<file path="src/rtl/matcher_seq_ctrl_if.sv">
// Signal bundle between the sequencing controller, the beat source, the
// pattern matcher and the report consumer.
interface matcher_seq_ctrl_if #(
    parameter int INPUT_STREAM_WIDTH = 512,
    parameter int DATA_WIDTH         = 64
);
    // s_* and m_* channels: a transfer happens on a rising edge where valid
    // and ready are both high; once valid rises its payload stays stable and
    // valid stays high until that transfer, and ready never waits on valid.
    logic [INPUT_STREAM_WIDTH-1:0] s_data;
    logic                          s_valid;
    logic                          s_ready;
    logic                          s_last;

    logic [INPUT_STREAM_WIDTH-1:0] mt_input_stream;
    logic                          mt_data_valid;
    logic                          mt_result_valid;
    logic                          mt_result_match;
    logic [DATA_WIDTH-1:0]         mt_result_data;
    logic                          mt_result_reset;

    logic                          m_valid;
    logic                          m_ready;
    logic [DATA_WIDTH-1:0]         m_data;
    logic [15:0]                   m_beat_idx;
    logic                          m_last;

    modport master (
        input  s_data, s_valid, s_last,
        output s_ready,
        output mt_input_stream, mt_data_valid, mt_result_reset,
        input  mt_result_valid, mt_result_match, mt_result_data,
        output m_valid, m_data, m_beat_idx, m_last,
        input  m_ready
    );

    modport slave (
        output s_data, s_valid, s_last,
        input  s_ready,
        input  mt_input_stream, mt_data_valid, mt_result_reset,
        output mt_result_valid, mt_result_match, mt_result_data,
        input  m_valid, m_data, m_beat_idx, m_last,
        output m_ready
    );
endinterface

</file>
<file path="src/rtl/matcher_seq_ctrl.sv">
// Feeds one stream beat at a time to a pattern matcher, waits (bounded) for
// its verdict, reports hits downstream and keeps hit/beat statistics.
module matcher_seq_ctrl #(
    parameter int INPUT_STREAM_WIDTH = 512,
    parameter int DATA_WIDTH         = 64,
    parameter int TIMEOUT_CYCLES     = 2048
) (
    input  logic                 fclk,
    input  logic                 areset_n,
    matcher_seq_ctrl_if.master   bus,
    input  logic                 clear_stats,
    output logic [31:0]          match_count,
    output logic [31:0]          beat_count,
    output logic                 timeout_err,
    output logic                 busy,
    output logic [2:0]           fsm_state
);
    localparam int TW = (TIMEOUT_CYCLES > 2) ? $clog2(TIMEOUT_CYCLES) : 1;
    localparam logic [TW-1:0] TO_LAST = TW'(TIMEOUT_CYCLES - 1);

    typedef enum logic [2:0] {
        ST_IDLE   = 3'd0,
        ST_LOAD   = 3'd1,
        ST_WAIT   = 3'd2,
        ST_REPORT = 3'd3,
        ST_CLEAR  = 3'd4
    } state_t;

    state_t                        state;
    state_t                        state_nxt;
    logic [INPUT_STREAM_WIDTH-1:0] hold_beat;
    logic                          hold_last;
    logic [15:0]                   hold_idx;
    logic [15:0]                   next_idx;
    logic [DATA_WIDTH-1:0]         res_data;
    logic [TW-1:0]                 to_cnt;
    logic                          accept;
    logic                          to_expire;
    logic                          report_xfer;

    assign accept      = bus.s_valid && bus.s_ready;
    // A result arriving on the last allowed cycle takes priority over expiry.
    assign to_expire   = (state == ST_WAIT) && !bus.mt_result_valid && (to_cnt == TO_LAST);
    assign report_xfer = (state == ST_REPORT) && bus.m_ready;

    always_ff @(posedge fclk) begin
        if (!areset_n) state <= ST_IDLE;
        else           state <= state_nxt;
    end

    always_comb begin
        state_nxt = state;
        case (state)
            ST_IDLE:   if (bus.s_valid) state_nxt = ST_LOAD;
            ST_LOAD:   state_nxt = ST_WAIT;
            ST_WAIT: begin
                if (bus.mt_result_valid) state_nxt = bus.mt_result_match ? ST_REPORT : ST_CLEAR;
                else if (to_expire)      state_nxt = ST_CLEAR;
            end
            ST_REPORT: if (bus.m_ready) state_nxt = ST_CLEAR;
            ST_CLEAR:  state_nxt = ST_IDLE;
            default:   state_nxt = ST_IDLE;
        endcase
    end

    always_comb begin
        bus.s_ready         = 1'b0;
        bus.mt_data_valid   = 1'b0;
        bus.mt_result_reset = 1'b0;
        bus.m_valid         = 1'b0;
        busy                = 1'b1;
        case (state)
            ST_IDLE: begin
                bus.s_ready = areset_n;
                busy        = 1'b0;
            end
            ST_LOAD:   bus.mt_data_valid   = 1'b1;
            ST_REPORT: bus.m_valid         = 1'b1;
            ST_CLEAR:  bus.mt_result_reset = 1'b1;
            default: ;
        endcase
    end

    // Holding registers double as the outward-facing beat and report fields.
    always_ff @(posedge fclk) begin
        if (!areset_n) begin
            hold_beat   <= '0;
            hold_last   <= 1'b0;
            hold_idx    <= '0;
            next_idx    <= '0;
            res_data    <= '0;
            to_cnt      <= '0;
            match_count <= '0;
            beat_count  <= '0;
            timeout_err <= 1'b0;
        end else begin
            if (accept) begin
                hold_beat <= bus.s_data;
                hold_last <= bus.s_last;
                hold_idx  <= next_idx;
                next_idx  <= bus.s_last ? 16'd0 : next_idx + 16'd1;
            end

            if (state != ST_WAIT)          to_cnt <= '0;
            else if (!bus.mt_result_valid) to_cnt <= to_cnt + 1'b1;

            if ((state == ST_WAIT) && bus.mt_result_valid && bus.mt_result_match)
                res_data <= bus.mt_result_data;

            if (clear_stats) begin
                match_count <= '0;
                beat_count  <= '0;
                timeout_err <= 1'b0;
            end else begin
                if (report_xfer)        match_count <= match_count + 32'd1;
                if (state == ST_CLEAR)  beat_count  <= beat_count + 32'd1;
                if (to_expire)          timeout_err <= 1'b1;
            end
        end
    end

    assign bus.mt_input_stream = hold_beat;
    assign bus.m_data          = res_data;
    assign bus.m_beat_idx      = hold_idx;
    assign bus.m_last          = hold_last;
    assign fsm_state           = state;
endmodule

</file>
<file path="src/flat_wrapper.sv">
// flat-port wrapper written by rule: the top's interface ports become plain ports
module matcher_seq_ctrl_flat 
#(
    parameter int INPUT_STREAM_WIDTH = 512,
    parameter int DATA_WIDTH         = 64,
    parameter int TIMEOUT_CYCLES     = 2048
)
  (fclk, areset_n, clear_stats, match_count, beat_count, timeout_err, busy, fsm_state, bus_s_data, bus_s_valid, bus_s_last, bus_s_ready, bus_mt_input_stream, bus_mt_data_valid, bus_mt_result_reset, bus_mt_result_valid, bus_mt_result_match, bus_mt_result_data, bus_m_valid, bus_m_data, bus_m_beat_idx, bus_m_last, bus_m_ready);
  matcher_seq_ctrl_if #(.INPUT_STREAM_WIDTH(INPUT_STREAM_WIDTH), .DATA_WIDTH(DATA_WIDTH)) bus_i ();
  input  logic fclk;
  input  logic areset_n;
  input  logic clear_stats;
  output logic [31:0] match_count;
  output logic [31:0] beat_count;
  output logic timeout_err;
  output logic busy;
  output logic [2:0] fsm_state;
  input wire logic [$bits(bus_i.s_data)-1:0] bus_s_data;
  input wire logic [$bits(bus_i.s_valid)-1:0] bus_s_valid;
  input wire logic [$bits(bus_i.s_last)-1:0] bus_s_last;
  output wire logic [$bits(bus_i.s_ready)-1:0] bus_s_ready;
  output wire logic [$bits(bus_i.mt_input_stream)-1:0] bus_mt_input_stream;
  output wire logic [$bits(bus_i.mt_data_valid)-1:0] bus_mt_data_valid;
  output wire logic [$bits(bus_i.mt_result_reset)-1:0] bus_mt_result_reset;
  input wire logic [$bits(bus_i.mt_result_valid)-1:0] bus_mt_result_valid;
  input wire logic [$bits(bus_i.mt_result_match)-1:0] bus_mt_result_match;
  input wire logic [$bits(bus_i.mt_result_data)-1:0] bus_mt_result_data;
  output wire logic [$bits(bus_i.m_valid)-1:0] bus_m_valid;
  output wire logic [$bits(bus_i.m_data)-1:0] bus_m_data;
  output wire logic [$bits(bus_i.m_beat_idx)-1:0] bus_m_beat_idx;
  output wire logic [$bits(bus_i.m_last)-1:0] bus_m_last;
  input wire logic [$bits(bus_i.m_ready)-1:0] bus_m_ready;
  assign bus_i.s_data = bus_s_data;
  assign bus_i.s_valid = bus_s_valid;
  assign bus_i.s_last = bus_s_last;
  assign bus_s_ready = bus_i.s_ready;
  assign bus_mt_input_stream = bus_i.mt_input_stream;
  assign bus_mt_data_valid = bus_i.mt_data_valid;
  assign bus_mt_result_reset = bus_i.mt_result_reset;
  assign bus_i.mt_result_valid = bus_mt_result_valid;
  assign bus_i.mt_result_match = bus_mt_result_match;
  assign bus_i.mt_result_data = bus_mt_result_data;
  assign bus_m_valid = bus_i.m_valid;
  assign bus_m_data = bus_i.m_data;
  assign bus_m_beat_idx = bus_i.m_beat_idx;
  assign bus_m_last = bus_i.m_last;
  assign bus_i.m_ready = bus_m_ready;
  matcher_seq_ctrl #(.INPUT_STREAM_WIDTH(INPUT_STREAM_WIDTH), .DATA_WIDTH(DATA_WIDTH), .TIMEOUT_CYCLES(TIMEOUT_CYCLES)) u_core (.fclk(fclk), .areset_n(areset_n), .bus(bus_i), .clear_stats(clear_stats), .match_count(match_count), .beat_count(beat_count), .timeout_err(timeout_err), .busy(busy), .fsm_state(fsm_state));
endmodule
</file>
<file path="config.mk">
export PLATFORM = sky130hd
export DESIGN_NAME = matcher_seq_ctrl_flat
export DESIGN_NICKNAME = d
export VERILOG_FILES = /design/src/rtl/matcher_seq_ctrl_if.sv /design/src/rtl/matcher_seq_ctrl.sv /design/src/flat_wrapper.sv
export SDC_FILE = /design/constraint.sdc
export NUM_CORES = 1
export LEC_CHECK = 0
export ABC_AREA = 1
export CAP_MARGIN = 10
export CORE_AREA = 2 2 490 492
export DETAILED_ROUTE_END_ITERATION = 6
export DIE_AREA = 0 0 492 494
export SYNTH_ARGS = -nofsm -noshare
export SYNTH_HDL_FRONTEND = slang
export SYNTH_SLANG_ARGS = --single-unit
</file>
<file path="constraint.sdc">
create_clock -name fclk -period 1.4 [get_ports fclk]
set_input_delay 0.28 -clock fclk [delete_from_list [all_inputs] [get_ports fclk]]
set_output_delay 0.28 -clock fclk [all_outputs]
set_load 0.01 [all_outputs]
</file>
==> results of run 1 <==
[synth_stat cells, types with 2 or more instances]
master	number	share of area, %
nor3_1	17	0.34
nor2_1	290	4.3
ha_1	4	0.20
buf_4	20	0.59
nand3_2	2	0.079
o21ai_0	89	1.8
xor2_1	7	0.24
xnor2_1	4	0.14
a21oi_1	47	0.93
o21a_1	2	0.059
buf_2	116	2.3
clkbuf_1	52	0.77
o21bai_1	3	0.089
nor2_4	7	0.31
nand4_1	25	0.62
and3_1	2	0.050
inv_1	107	1.6
dfxtp_1	688	55
nand2_1	1237	18
nor2_2	7	0.17
buf_6	3	0.13
o21ai_1	6	0.12
and2_1	2	0.050
nand2_2	2	0.050
inv_2	5	0.074
nand3b_1	2	0.059
nand3_1	579	11
nor3b_1	2	0.059
buf_1	15	0.22
a31oi_1	2	0.050
[cell usage in the layout (no fill, tap or decap), types with 4 or more instances in the layout]
cell type,instances
nand2_1,1212
buf_6,582
clkdlybuf4s50_1,582
nand3_1,576
dfxtp_2,494
buf_4,282
nor2_1,268
buf_12,174
dfxtp_1,159
clkbuf_16,126
inv_1,105
o21ai_0,85
diode_2,65
a21oi_1,47
dfxtp_4,35
nand4_1,25
buf_16,22
nor2_2,21
clkinv_2,19
nand2_2,16
nor2_4,15
nor3_1,15
clkbuf_8,15
buf_8,12
nand2_4,11
bufinv_16,11
clkbuf_1,10
o21ai_1,9
xor2_1,7
clkinvlp_4,6
clkinv_4,6
bufbuf_16,6
nand3_2,5
inv_6,5
xnor2_1,4
[worst reg2reg max path, cell delays in order (launching register included)]
cell	delay [ns]
dfxtp_4	0.37
nor2_4	0.04
buf_4	0.12
buf_6	0.11
nand4_4	0.08
buf_12	0.17
clkinv_16	0.12
bufbuf_16	0.30
buf_12	0.12
buf_4	0.15
nand2_1	0.10
nand2_1	0.06
[metrics by stage]
stage          instance area (µm²)  TNS [ns]  instances
5_1_grt                      52400   -373.28       8202
4_1_cts                      50900   -304.67       8118
3_5_place_dp                 44600   -427.42       7823
2_1_floorplan                25300   -0.0696       3350
6_report                     52500   -256.00       8241
3_3_place_gp                 44600   -417.09       7823
[state kept, by name, indices dropped and copies added, names as in the netlist]
signal and flops:
u_core.beat_count 32, u_core.bus.m_beat_idx 16, u_core.bus.m_data 64, u_core.bus.m_last 1
u_core.bus.mt_input_stream 512, u_core.fsm_state 3, u_core.match_count 32, u_core.next_idx 16
u_core.timeout_err 1, u_core.to_cnt 11
[area by class of cell]
class | instances | area, µm²
antenna | 65 | 163
clock buffer | 116 | 2520
clock inverter | 51 | 667
fill | 25898 | 185000
inverter | 112 | 458
multi-input combinational | 2344 | 10400
sequential | 688 | 14500
tap | 3167 | 3960
timing repair buffer | 1698 | 19900
[timing repair]
action / CTS / global route
hold buffers: 3 / 0
gates cloned: 11 / 41
pin swaps: 6 / 16
hold endpoints to repair: 6 / 0
endpoints found under the setup margin: 1343 / 1353
setup buffers: 115 / 18
resized for setup: 3579 / 82
[cells by family after synthesis]
family          Yosys count  synth area share (%)
flops                   688                  54.5
fa+ha+maj                 4                 0.198
simple gates           2179                  36.2
buf+inv                 318                  5.68
xor+xnor                 11                 0.381
compound gates          150                  3.04
[metal layers]
| metal | wire (µm) | vias up | global-route usage [%] |
|---|---|---|---|
| met2 | 88900 | 1484 | 24.0 |
| met1 | 78700 | 14032 | 17.4 |
| met4 | 9220 | 112 | 5.80 |
| met3 | 27000 | 425 | 9.13 |
| met5 | 722 | - | 0 |
| li1 | - | 14042 | - |
[path summary, 6_finish.rpt]
check,slack [ns],cells past startpoint,endpoint,startpoint
max,-0.56,6,bus_mt_result_reset,u_core.fsm_state[0]
min,0.08,3,u_core.bus.mt_input_stream[367],bus_s_data[367]
max reg2reg,-0.46,11,u_core.bus.mt_input_stream[93],u_core.fsm_state[0]
min reg2reg,0.47,2,u_core.bus.mt_input_stream[155],u_core.bus.mt_input_stream[155]
[power by group]
group	switching (W)	total (W)	internal (W)
combinational	0.0111	0.0238	0.0128
sequential	0.00269	0.0257	0.0230
clock	0.0104	0.0253	0.0149
total	0.0241	0.0749	0.0507
==> flow_summary.ini, run 1 <==
[placed_design]
preCtsSetupSlack_ns = -0.828
detailed_place_hpwl_um = 164000
io_buffers = 1249
place_congestion = 0.978

[timing]
holdWs_ns = 0.0770
fin_crit_ns = 1.96
worstMarginPinSlew_ns = 0.442
finalHoldViolations = 0
period_share_pct = 140
maxSlewViolCount = 0
fmax_mhz = 510
timing.slew.headroom_pct = 70.6
setup_viol_count_final = 1345
layout_setup_ws_ns = -0.561
grt_setup_unrepaired = yes
skew_ns = 0.0241

[clocking]
cts_tree = yes
cts_inserted_buffers = 90
cts.path.max_buffers = 3
clk_pin_slew_ns = 0.07
cts_root_buf = clkbuf_16
cts-htree-levels = 3
clk_latency_ns = 0.72
cts_sinks = 688

[layout]
final_core_util_pct = 22.1
drive_above_1_share_pct = 37.6
nets = 5522
area_growth_pct = 108

[die]
initial_utilization_pct = 10.6
die_y_um = 494
die_w_um = 492
core-area_mm2 = 0.237
ioPinCount = 1250
dieArea_mm2 = 0.243
rows = 179

[yosys]
yosys_warnings = 0
synth-edff-count = 0
syn_inst = 3350
synthArstFlopShare_pct = 0
netlist_area_mm2 = 0.0253
synth_ff_type = dfxtp_1
ys_seq_area_share_pct = 54.5
avgSynthCellArea_um2 = 7.54
synth_fp_nets = 3938
ys_ff_latch = 688
synth.distinct_cells = 36

[worst_setup_path]
path_class = flop to output pin
cp_top_family = buffers and inverters
cp-start-kind = flop
crit_slowest_cell = dfxtp_4
crit_top_cell = buf_6
crit_buf_inv = 4
crit_arrival_ns = 1.68
cp.required_ns = 1.12
path_max_fanout = 2
end_kind = output pin
slowest_delay_ns = 0.37
crit_chain = nor2_4 > buf_6 > nand2_8 > clkinvlp_4 > buf_6 > buf_6

[global_routing]
grt_pass1_vias = 29021
grt_pass1_wl_um = 257000
gr-usage-all-layers_pct = 15.5
grt-ovfl-total = 0
grt_max_degree = 90
antenna_found_initial = 205

[run_status]
status = finished, violations left
violations = setup timing

[routing]
dr.pass1.iters = 6
post-route-drc-count = 0
drtIter0Drc = 2158
wl_um = 205000
wire_per_inst_um = 24.8
via_per_inst = 3.65
num_vias = 30095
drtAntennaViolNets = 0

[power_and_ir_drop]
leakage_nw = 23.2
p_total_w = 0.0749
power.density_mw_per_mm2 = 1430
peakVddDrop_uv = 974

[flow_run]
max-cap-violations = 0

[min_path]
hold_path.class = input port to flop
No activity file was read; power rests on OpenSTA's default activity.
==> inputs of run 2 (changes only) <==
--- a/config.mk
+++ b/config.mk
@@ -5,11 +5,11 @@
 export SDC_FILE = /design/constraint.sdc
 export NUM_CORES = 1
 export LEC_CHECK = 0
-export ABC_AREA = 1
+export ABC_AREA = 0
 export CAP_MARGIN = 10
-export CORE_AREA = 2 2 490 492
+export CORE_AREA = 2 2 489 491
 export DETAILED_ROUTE_END_ITERATION = 6
-export DIE_AREA = 0 0 492 494
+export DIE_AREA = 0 0 491 493
 export SYNTH_ARGS = -nofsm -noshare
 export SYNTH_HDL_FRONTEND = slang
 export SYNTH_SLANG_ARGS = --single-unit
==> run 2 against run 1 <==
Net effect:
- the run ends with DRC, setup timing left
- count of clock-buffer cells in the layout grew 21
- first-iteration DRC count is 11% lower
- utilization is 0.25 points higher
- combinational power is 10% lower
- cell area grew 0.95%
- sequential share of layout area fell by 0.55 points
- global-route usage is 1.1 points lower
- fmax is 6.2% lower
- register-to-register slack got worse by 0.19 ns
==> flow_summary.ini, run 2 <==
[timing]
grt_setup_unrepaired = yes
period_share_pct = 149
fin_crit_ns = 2.09
finalHoldViolations = 0
maxSlewViolCount = 0
skew_ns = 0.0534
worstMarginPinSlew_ns = 0.516
fmax_mhz = 478
layout_setup_ws_ns = -0.691
timing.slew.headroom_pct = 65.6
setup_viol_count_final = 1340
setup_tns_ns = -378.64

[die]
die_w_um = 491
initial_utilization_pct = 10.4
rows = 179
core-area_mm2 = 0.237
die_y_um = 493
dieArea_mm2 = 0.242
ioPinCount = 1250

[global_routing]
grt_pass1_wl_um = 239000
grt_max_degree = 76
antenna_found_initial = 139
gr-usage-all-layers_pct = 14.4
grt-ovfl-total = 0
grt_pass1_vias = 27578

[layout]
area_growth_pct = 116
final_core_util_pct = 22.4
final_common_cell = nand2_1
stdcell_area_mm2 = 0.0530
largest_register_ffs = 512
mostFrequentLayoutCells = nand2_1 (1195), clkdlybuf4s50_1 (693), buf_6 (513)
final_cells = 7986
drive_above_1_share_pct = 37.2
nets = 5294

[yosys]
synth.distinct_cells = 42
muxShareOfSynthArea_pct = 0.0815
ys_seq_area_share_pct = 56.1
synth-simple-area-share_pct = 34.4
synthArstFlopShare_pct = 0
synth_top_family_by_area = simple AND/OR/NAND/NOR gates
ys_ff_latch = 688
syn_inst = 3066
synth.most_common_cell = nand2_1
synth_fa_ha_area_share_pct = 0.204
netlist_area_mm2 = 0.0246
synth-edff-count = 0
synth_fp_nets = 3654
netlist_top_cells_area = dfxtp_1 (56%), nand2_1 (19%), nand3_1 (11%)
synthXorXnorAreaFrac_pct = 2.74
synth_common_cells = nand2_1 (1219), dfxtp_1 (688), nand3_1 (556)
synth_ff_type = dfxtp_1
avgSynthCellArea_um2 = 8.01
yosysTopAreaCellShare_pct = 56.1
yosys_warnings = 0
synth-compound-area-share_pct = 2.76
yosysTopAreaCell = dfxtp_1

[power_and_ir_drop]
clkPwrFrac_pct = 33.5
p_switching_w = 0.0217
p_int_w = 0.0475
p_seq_share_pct = 35.6
p_sw_share_pct = 31.4
peakVddDrop_uv = 837
combPwrFrac_pct = 31.0
leakage_nw = 22.5
power.density_mw_per_mm2 = 1310

[clocking]
cts_inserted_buffers = 88
cts.path.max_buffers = 3
clk_latency_ns = 0.72
cts_sinks = 688
cts-htree-levels = 3
clk_pin_slew_ns = 0.06
cts_tree = yes
cts_root_buf = clkbuf_16

[routing]
drtIter0Drc = 1914
dr.pass1.iters = 7
num_vias = 28757
wire_per_inst_um = 24.3
via_per_inst = 3.60
drtAntennaViolNets = 0
wl_um = 194000
post-route-drc-count = 7

[placed_design]
preCtsSetupSlack_ns = -1.09
place_congestion = 0.962
dpl_cell_area_mm2 = 0.0437
dpl.cell_count = 7515
detailed_place_hpwl_um = 148000
io_buffers = 1249

[flow_run]
max-cap-violations = 0

[run_status]
violations = DRC, setup timing
status = finished, violations left

[worst_setup_path]
path_class = flop to output pin
crit_arrival_ns = 1.81
end_kind = output pin
path_max_fanout = 3
cp-start-kind = flop
cp.required_ns = 1.12

[min_path]
hold_path.class = input port to flop
run 2: cell count changes in the layout (fill, tap and decap cells not counted), sizes merged, moves of 70 or more:
cell	change
a21boi	+70
buf	-109
clkdlybuf4s50	+111
inv	-104
nor2	-209
o21ai	-87
run 2: timing repair:
action                     4_1_cts  5_1_grt
pin swaps                        8      179
cloned                          14       71
resized for setup             2918      394
hold buffers                    47        0
setup endpoints to repair     1341     1348
hold endpoints to repair        59        0
setup buffers                  102       39
run 2: worst paths after layout:
kind                              startpoint                         endpoint  slack, ns  cells past startpoint
min reg2reg  u_core.bus.mt_input_stream[161]  u_core.bus.mt_input_stream[161]       0.45                      2
min                           bus_s_data[23]   u_core.bus.mt_input_stream[23]        0.1                      3
max                      u_core.fsm_state[2]              bus_mt_result_reset      -0.69                      5
max reg2reg              u_core.fsm_state[2]            u_core.beat_count[27]      -0.65                      9
run 2: cell type report:
cell class | instances | area (µm²)
diodes | 42 | 105
clock buffers | 137 | 2630
clock inverters | 24 | 248
fillers | 25765 | 184000
inverters | 6 | 27.5
multi-input cells | 2156 | 10700
flip-flops and latches | 688 | 14400
well taps | 3167 | 3960
repair buffers | 1766 | 20900
run 2: power by group through the flow:
stage	Combinational (W)	Clock [W]	Sequential, W
4_1_cts	0.0188	0.0239	0.0244
3_3_place_gp	0.0168	0	0.0241
2_1_floorplan	0.00371	0	0.0248
5_1_grt	0.0227	0.0246	0.0248
3_5_place_dp	0.0169	0	0.0242
6_report	0.0214	0.0232	0.0246
run 2: logic make-up after synthesis:
kind of cell | Yosys count
and+or+nand+nor | 1977
DFF | 688
buffers and inverters | 222
AOI/OAI and AO/OA | 96
xor gates and xnor gates | 77
adders and majority gates | 4
muxes | 2
run 2: per-layer routing:
| metal | vias to the layer above | part of all wire [%] | GRT usage, % |
|---|---|---|---|
| li1 | 13338 | - | - |
| met1 | 13609 | 37 | 15.3 |
| met2 | 1322 | 44 | 22.2 |
| met3 | 352 | 15 | 10.7 |
| met4 | 136 | 3.0 | 4.00 |
| met5 | - | 0.45 | 0 |
run 2: per-stage QoR:
stage	hold WS (ns)	total power [W]
floorplan	0.379	0.0286
global placement	0.441	0.0409
detailed placement	0.445	0.0411
CTS	0.000192	0.0671
global route	0.0336	0.0721
finish	0.0993	0.0692
run 2: critical path, cell delays in order, from the launching register on:
cell and delay (ns):
dfxtp_4 0.37, buf_6 0.09, or3b_4 0.41, clkinv_4 0.07, buf_6 0.09, buf_12 0.10
